`src/rtl/sdf_stage_ctrl.sv`:
```
// Single-path delay-feedback (SDF) FFT stage controller.
// Sequences the feedback delay line (depth LENGTH) and the butterfly mux,
// supplies the twiddle ROM index and frames the stage output stream.
// TW_W must equal log2(LENGTH); LENGTH is a power of two from 2 to 16.
//
// Optional build macro SDF_CTRL_STALL_EN: when defined, FILL/RUN hold
// (counter and state) whenever in_valid is low, allowing input gaps
// mid-frame. When undefined, FILL/RUN advance every clock.
//
// state | meaning
// ------+--------------------------------------------------------------
// IDLE  | waiting for in_first; sample 0 of a frame is loaded here
// FILL  | loading the first half of a frame into the delay line
// RUN   | butterflies in the second half, first half of the next frame
// DRAIN | flushing the last frame's differences out of the delay line

module sdf_stage_ctrl #(
    parameter int LENGTH = 16,
    parameter int TW_W   = 4
) (
    input  logic            clk,
    input  logic            rst,
    input  logic            in_valid,
    input  logic            in_first,
    input  logic            in_last,
    output logic            sr_en,
    output logic            bf_sel,
    output logic [TW_W-1:0] tw_idx,
    output logic            out_valid,
    output logic            out_first,
    output logic            out_last,
    output logic            busy,
    output logic            err_sync
);

    localparam int CW = TW_W + 1;
    localparam logic [CW-1:0] CNT_ZERO = '0;
    localparam logic [CW-1:0] CNT_ONE  = CW'(1);
    localparam logic [CW-1:0] CNT_DM1  = CW'(LENGTH - 1);
    localparam logic [CW-1:0] CNT_D    = CW'(LENGTH);
    localparam logic [CW-1:0] CNT_LAST = CW'(2 * LENGTH - 1);

    typedef enum logic [1:0] {
        IDLE  = 2'd0,
        FILL  = 2'd1,
        RUN   = 2'd2,
        DRAIN = 2'd3
    } state_t;

    state_t          state, state_nxt;
    logic [CW-1:0]   cnt, cnt_nxt;
    logic            err_nxt;
    logic            accept;
    logic            adv;
    logic            frame_err;

    // A sample is taken in FILL/RUN on any valid, in IDLE only when it opens a frame.
    assign accept = in_valid && ((state == FILL) || (state == RUN) ||
                                 ((state == IDLE) && in_first));

    // Whether FILL/RUN move forward this cycle.
`ifdef SDF_CTRL_STALL_EN
    assign adv = in_valid;
`else
    assign adv = 1'b1;
`endif

    // Frame markers disagreeing with the counter position force a resync.
    assign frame_err = accept && ((in_first && in_last) ||
                                  (in_first && (cnt != CNT_ZERO)) ||
                                  (in_last && (cnt != CNT_LAST)));

    // State, counter and sticky error registers.
    always_ff @(posedge clk or negedge rst) begin
        if (!rst) begin
            state    <= IDLE;
            cnt      <= CNT_ZERO;
            err_sync <= 1'b0;
        end else begin
            state    <= state_nxt;
            cnt      <= cnt_nxt;
            err_sync <= err_nxt;
        end
    end

    // Next-state and counter update; a framing error restarts at frame sample 0.
    always_comb begin
        state_nxt = state;
        cnt_nxt   = cnt;
        err_nxt   = err_sync;
        if (frame_err) begin
            state_nxt = FILL;
            cnt_nxt   = CNT_ONE;
            err_nxt   = 1'b1;
        end else begin
            case (state)
                IDLE: begin
                    if (accept) begin
                        state_nxt = FILL;
                        cnt_nxt   = CNT_ONE;
                    end
                end
                FILL: begin
                    if (adv) begin
                        cnt_nxt = cnt + CNT_ONE;
                        if (cnt == CNT_DM1) begin
                            state_nxt = RUN;
                        end
                    end
                end
                RUN: begin
                    if (adv) begin
                        if (accept && in_last) begin
                            state_nxt = DRAIN;
                            cnt_nxt   = CNT_ZERO;
                        end else begin
                            cnt_nxt = cnt + CNT_ONE;
                        end
                    end
                end
                DRAIN: begin
                    if (cnt == CNT_DM1) begin
                        state_nxt = IDLE;
                        cnt_nxt   = CNT_ZERO;
                    end else begin
                        cnt_nxt = cnt + CNT_ONE;
                    end
                end
                default: begin
                    state_nxt = IDLE;
                    cnt_nxt   = CNT_ZERO;
                end
            endcase
        end
    end

    // Datapath controls decoded from the registered state and counter.
    always_comb begin
        sr_en     = 1'b0;
        bf_sel    = 1'b0;
        out_valid = 1'b0;
        out_first = 1'b0;
        out_last  = 1'b0;
        busy      = (state != IDLE);
        case (state)
            IDLE: begin
                // Sample 0 must enter the delay line on the opening accept;
                // gated by rst so nothing shifts while reset is held.
                sr_en = rst && accept;
            end
            FILL: begin
                sr_en = adv;
            end
            RUN: begin
                sr_en     = adv;
                out_valid = adv;
                bf_sel    = (cnt >= CNT_D);
                out_first = adv && (cnt == CNT_D);
            end
            DRAIN: begin
                sr_en     = 1'b1;
                out_valid = 1'b1;
                out_last  = (cnt == CNT_DM1);
            end
            default: begin
                busy = 1'b0;
            end
        endcase
        tw_idx = (out_valid && !bf_sel) ? cnt[TW_W-1:0] : '0;
    end

endmodule

```
`config.mk`:
```
export PLATFORM = sky130hd
export DESIGN_NAME = sdf_stage_ctrl
export DESIGN_NICKNAME = d
export VERILOG_FILES = /design/src/rtl/sdf_stage_ctrl.sv
export SDC_FILE = /design/constraint.sdc
export NUM_CORES = 1
export LEC_CHECK = 0
export CAP_MARGIN = 30
export CORE_MARGIN = 8
export CORE_UTILIZATION = 49
export CTS_CLUSTER_SIZE = 10
export DETAILED_ROUTE_END_ITERATION = 16
export PLACE_DENSITY_LB_ADDON = 0.1
export SETUP_SLACK_MARGIN = 0.2
export SYNTH_ARGS = -nofsm -noshare
export SYNTH_HDL_FRONTEND = slang
export SYNTH_SLANG_ARGS = --single-unit
```
`constraint.sdc`:
```
create_clock -name clk -period 2.7 [get_ports clk]
set_clock_uncertainty 0.1 [all_clocks]
set_input_delay 0.405 -clock clk [delete_from_list [all_inputs] [get_ports clk]]
set_output_delay 0.405 -clock clk [all_outputs]
set_load 0.01 [all_outputs]
```
* Word-level counts from Yosys, hierarchy flattened
Index checks and enable logic that the tools add are counted.
** Storage, ports and cells
- Flip-flop bits (word level) :: 8
- Input port bits :: 5
- Output and inout port bits :: 11
- Word-level logic and storage cells :: 52
** Cells by class
- Add/subtract/negate cells :: 1
- Magnitude comparators :: 1
- Equality and inequality tests :: 10
- Muxes and demuxes :: 17
- Reduce and logical (&&, ||, !) cells :: 20
** Operators with widths (number)
- 5-bit 2-to-1 mux :: 4
- 5-bit case mux with 4 select lines :: 1
- 2-bit 2-to-1 mux :: 5
- 1-bit logical AND :: 9
- 2-bit case mux with 4 select lines :: 1
- 3-bit by 2-bit inequality test with 1-bit output (second input constant) :: 2
- 3-bit inequality test (second input constant) :: 2
- 5-bit by 1-bit adder with 5-bit output (second input constant) :: 1
- 5-bit by 4-bit equality test with 1-bit output (second input constant) :: 1
- 5-bit equality test (second input constant) :: 1
- 5-bit greater-or-equal comparator (second input constant) :: 1
- 5-bit inequality test (second input constant) :: 1
- 5-bit nonzero test :: 1
- 2-bit equality test (second input constant) :: 2
- 1-bit logical OR :: 4
- 1-bit 2-to-1 mux :: 4
- 4-bit 2-to-1 mux :: 1
- 4-bit AND reduction :: 1
- 3-bit OR reduction :: 1
- 2-bit by 1-bit equality test with 1-bit output (second input constant) :: 1
- 2-bit zero test :: 1
- 1-bit case mux with 2 select lines :: 1
- 2-bit nonzero test :: 1
- 2-bit OR reduction :: 1
- 1-bit zero test :: 1

* Depth between registers and ports, before layout
- Depth after elaboration :: 8
- Gate-level depth with buffers :: 8
- Gate-level depth less buffers :: 8

* Worst setup path after synthesis
Ideal clock, no wire load.
- Path kind :: reg-to-reg
- From :: register cnt[0]
- To :: register cnt[3]
- Setup time :: 0.121 ns
- Arrival time :: 1.825 ns
- Data required time :: 2.479 ns
- Slack :: 0.655 ns
- Cell stages (with the launch flop) :: 9
- Path buffers :: 0
- Period minus slack after synthesis :: 2.045 ns
- Path through :: dfrtp_1 -> ha_1 -> and3_2 -> ha_1 -> nor2b_1 -> a2111oi_2 -> a311oi_4 -> a21o_1 -> a22o_1
** On the way
- Word-level cells in the longest chain between the ends :: 6
- Elaborated cells on any way between the ends :: 14
- Classes of those cells :: add/sub: 1; eq/ne: 3; mux: 4; reduce/logical: 6
** RTL lines
- start: declaration :: line 51 : logic [CW-1:0] cnt, cnt_nxt;
- start signal: assignment :: line 81 : cnt <= cnt_nxt;
- branches (longest 6 deep; another with 5-bit by 1-bit adder with 5-bit output)
Parallel ways; which one is timed is not known.
A chain may end at the register's enable or synchronous reset.

* Final worst setup path
- From :: register state[0]
- To :: output tw_idx[3]
** On the way
- Word-level cells in the longest chain between the ends :: 5
- Elaborated cells on any way between the ends :: 8
- Classes of those cells :: eq/ne: 2; mux: 3; reduce/logical: 3
** RTL lines
- start: declaration :: line 50 : state_t state, state_nxt;
- start signal: assignment :: line 80 : state <= state_nxt;
- 2-bit equality test :: line 145 : case (state)
- 2-bit OR reduction (no line) / 1-bit 2-to-1 mux (equally long branches)
- 1-bit 2-to-1 mux / 1-bit zero test (equally long branches) :: line 145, 169
- 1-bit logical AND * :: line 169 : tw_idx = (out_valid && !bf_sel) ? cnt[TW_W-1:0] : '0;
- 4-bit 2-to-1 mux * :: line 169
- end: declaration :: line 28 : output logic [TW_W-1:0] tw_idx,
Every way passes the cells marked *; elsewhere a longest branch is shown, timed or not.

==> results.toml <==
[run_status]
status = "complete, no violations"

[logic_synthesis]
syn_inst = 84
postSynthAreaPerCell_um2 = 8.669
synthTopCellsByArea = "dfrtp_1 27%, ha_1 17%, inv_1 5.2%"
netlist.top_cell.by_area = "dfrtp_1"
ys_types = 28
ys_ff_latch = 8
synthTopCellsByCount = "10 x ha_1, 10 x inv_1, 8 x dfrtp_1, 8 x nand2_1"
synthesis.nets = 99
syn_area_um2 = 728.2
async_reset_ff_frac = 1.000
yosysSeqAreaShare = 0.2749
synth_top_cell_area_share = 0.2749
synth.yosys.warnings = 0
synth_flop_cell = "dfrtp_1"
synth_edf_count = 0

[critical_path]
cp.required_ns = 2.19
timing.rr.start = "cnt[0]"
end_kind = "output port"
ff2ff_path_depth = 8
reg2reg_slack_ns = 0.44
path_max_fanout = 7
critPathKind = "flop to output port"
start_kind = "flop"
timing.rr.end = "cnt[3]"
arrival_ns = 1.98

[grt]
gr-total-overflow = 0
antenna_found_initial = 0
grt_usage = 0.1299
grt_pass1_wl_um = 2835
grt_max_degree = 9
grt_pass1_vias = 605

[detailed_routing]
ant_nets = 0
vias_per_cell = 5.549
routedWlPerCell_um = 14.29
drc = 0
drt_first_iter_violations = 7
via_count = 677
first_pass_iters = 4
drt-total-wl_um = 1743

[worst_hold_path]
worstHoldStart = "err_sync"
min_to = "err_sync"
hp-class = "flop to flop"
hold_path_depth = 1

[clock_network]
cts_hold_buf = 0
clk_latency_ns = 0.26
cts_tree = "built"
clockBufferDepth = 2
h-tree-depth = 1
cts.sinks = 8
cts.clk_slew.worst_paths_ns = 0.06
cts_buffers = 3
cts-root-buf = "clkbuf_4"

[sta]
hold_violations = 0
max_freq_mhz = 403.0
slew_headroom = 0.6402
tns_ns = 0
finalWorstSetupSlack_ns = 0.2188
rsz0062_at_grt = "yes"
min_period_ns = 2.481
drv_slew = 0
worst_slew_pin_slew_ns = 0.5387
setup_viol = 0
timing.final.crit_share = 0.9190

[final_layout]
fin_area_um2 = 975.9
fin_nets = 123
n_antenna_cell = 0
nFillCells = 121
drive_gt1_frac = 0.1415
areaGrowthSynthToFinish_pct = 34.02

[floorplan]
die_x_um = 54.55
std_cell_rows = 14
initial_core_util = 0.5009
core-area_um2 = 1454
dieArea_um2 = 2976
fp.dieH_um = 54.55
io_pins = 16

[power_and_ir_drop]
p_sw_w = 0.0004574
swShare = 0.4442
p_int_w = 0.0005723
powerDensity_nw_per_um2 = 1055
power_frac_seq = 0.191
combPwrFrac = 0.720
pwr-share-clk = 0.089
ir_drop_uv = 515.0
leakage_nw = 0.4904

[placed_design]
dp_hpwl_um = 1352
gp_congestion = 0.8089
numPortBuffers = 15
post-place-ws_ns = 0.3319
postPlaceCellArea_um2 = 913.4

[job]
max-cap-violations = 0
-- per-layer routing --
metal	track usage	wire, µm
met5	0	0
met1	0.1656	801
met3	0.03261	91
met4	0.06967	19
met2	0.1966	831
-- final cells by class --
| type | instances | area (µm²) | share of cell area |
|---|---|---|---|
| well taps | 16 | 20.02 | 0.02051 |
| repair buffers | 19 | 187.7 | 0.1923 |
| flip-flops and latches | 8 | 200.2 | 0.2051 |
| multi-input cells | 66 | 508.0 | 0.5205 |
| clock buffers | 3 | 22.52 | 0.02308 |
| inverters | 10 | 37.54 | 0.03846 |
-- power groups by stage --
| stage | clock network [W] | registers [W] | logic [W] |
|---|---|---|---|
| 2_1_floorplan | 0 | 0.000194 | 0.000468 |
| 3_3_place_gp | 0 | 0.000197 | 0.000679 |
| 3_5_place_dp | 0 | 0.000201 | 0.000678 |
| 4_1_cts | 0.0000957 | 0.000199 | 0.000695 |
| 5_1_grt | 0.000104 | 0.000204 | 0.000831 |
| 6_report | 0.0000916 | 0.000197 | 0.000741 |
-- placed cells by master, fill, tap and decap left out, types with 2 or more instances in the layout --
| master | netlist | layout |
|---|---|---|
| a211oi_1 | 2 | 2 |
| ha_1 | 10 | 8 |
| clkbuf_4 | 0 | 3 |
| and3_2 | 2 | 2 |
| buf_4 | 0 | 4 |
| a21boi_0 | 2 | 2 |
| inv_1 | 10 | 10 |
| nor3_1 | 4 | 4 |
| nand3_1 | 5 | 5 |
| mux2i_1 | 2 | 2 |
| a21o_1 | 2 | 2 |
| and2_1 | 2 | 2 |
| nor2_1 | 4 | 3 |
| nand2_1 | 8 | 8 |
| dfrtp_1 | 8 | 8 |
| o21ai_0 | 5 | 5 |
| clkdlybuf4s50_1 | 0 | 12 |
| nor2b_1 | 5 | 5 |
| dlymetal6s2s_1 | 0 | 3 |
-- state kept, by name, indices dropped and copies added (netlist names) --
register / cells
cnt: 5
err_sync: 1
state: 2
-- critical path: stages, from the launching register on --
cell	delay (ns)
dfrtp_1	0.40
inv_1	0.18
ha_2	0.29
nor2_2	0.08
inv_1	0.08
and3_2	0.17
clkdlybuf4s50_1	0.52
-- repair_timing --
item,CTS,global route
endpoints found under the setup margin,5,7
gates cloned,0,0
hold endpoints to repair,0,0
resized for setup,3,4
buffers inserted,0,2
-- through the flow --
stage / utilization / power [W] / cells / hold slack (ns)
floorplan: - / 0.0006619 / 84 / 0.009409
detailed placement: 0.6282 / 0.0008795 / 117 / 0.3534
finish: 0.6713 / 0.001030 / 122 / 0.3620
CTS: 0.6489 / 0.0009900 / 120 / 0.3648
global placement: 0.6282 / 0.0008768 / 117 / 0.3518
global route: 0.6713 / 0.001138 / 122 / 0.3960
-- worst max-delay path by stage --
stage,slack (ns),endpoint,from,cells past startpoint
2_1_floorplan,0.65,cnt[3],cnt[0],8
3_5_place_dp,0.33,cnt[3],in_last,6
4_1_cts,0.21,sr_en,state[0],7
6_report,0.22,tw_idx[3],state[0],6
5_1_grt,0.11,sr_en,state[1],7
3_3_place_gp,0.34,sr_en,in_first,6
-- kinds of logic (layout without fill, tap and decap cells) --
logic type      after synthesis  after routing  share of synthesized area
mux                           2              2                    0.02749
compound gates               18             18                     0.2027
simple gates                 36             36                     0.2715
flops                         8              8                     0.2749
fa+ha+maj                    10             10                     0.1718
buf+inv                      10             32                    0.05155
No activity file was read; power rests on OpenSTA's default activity.
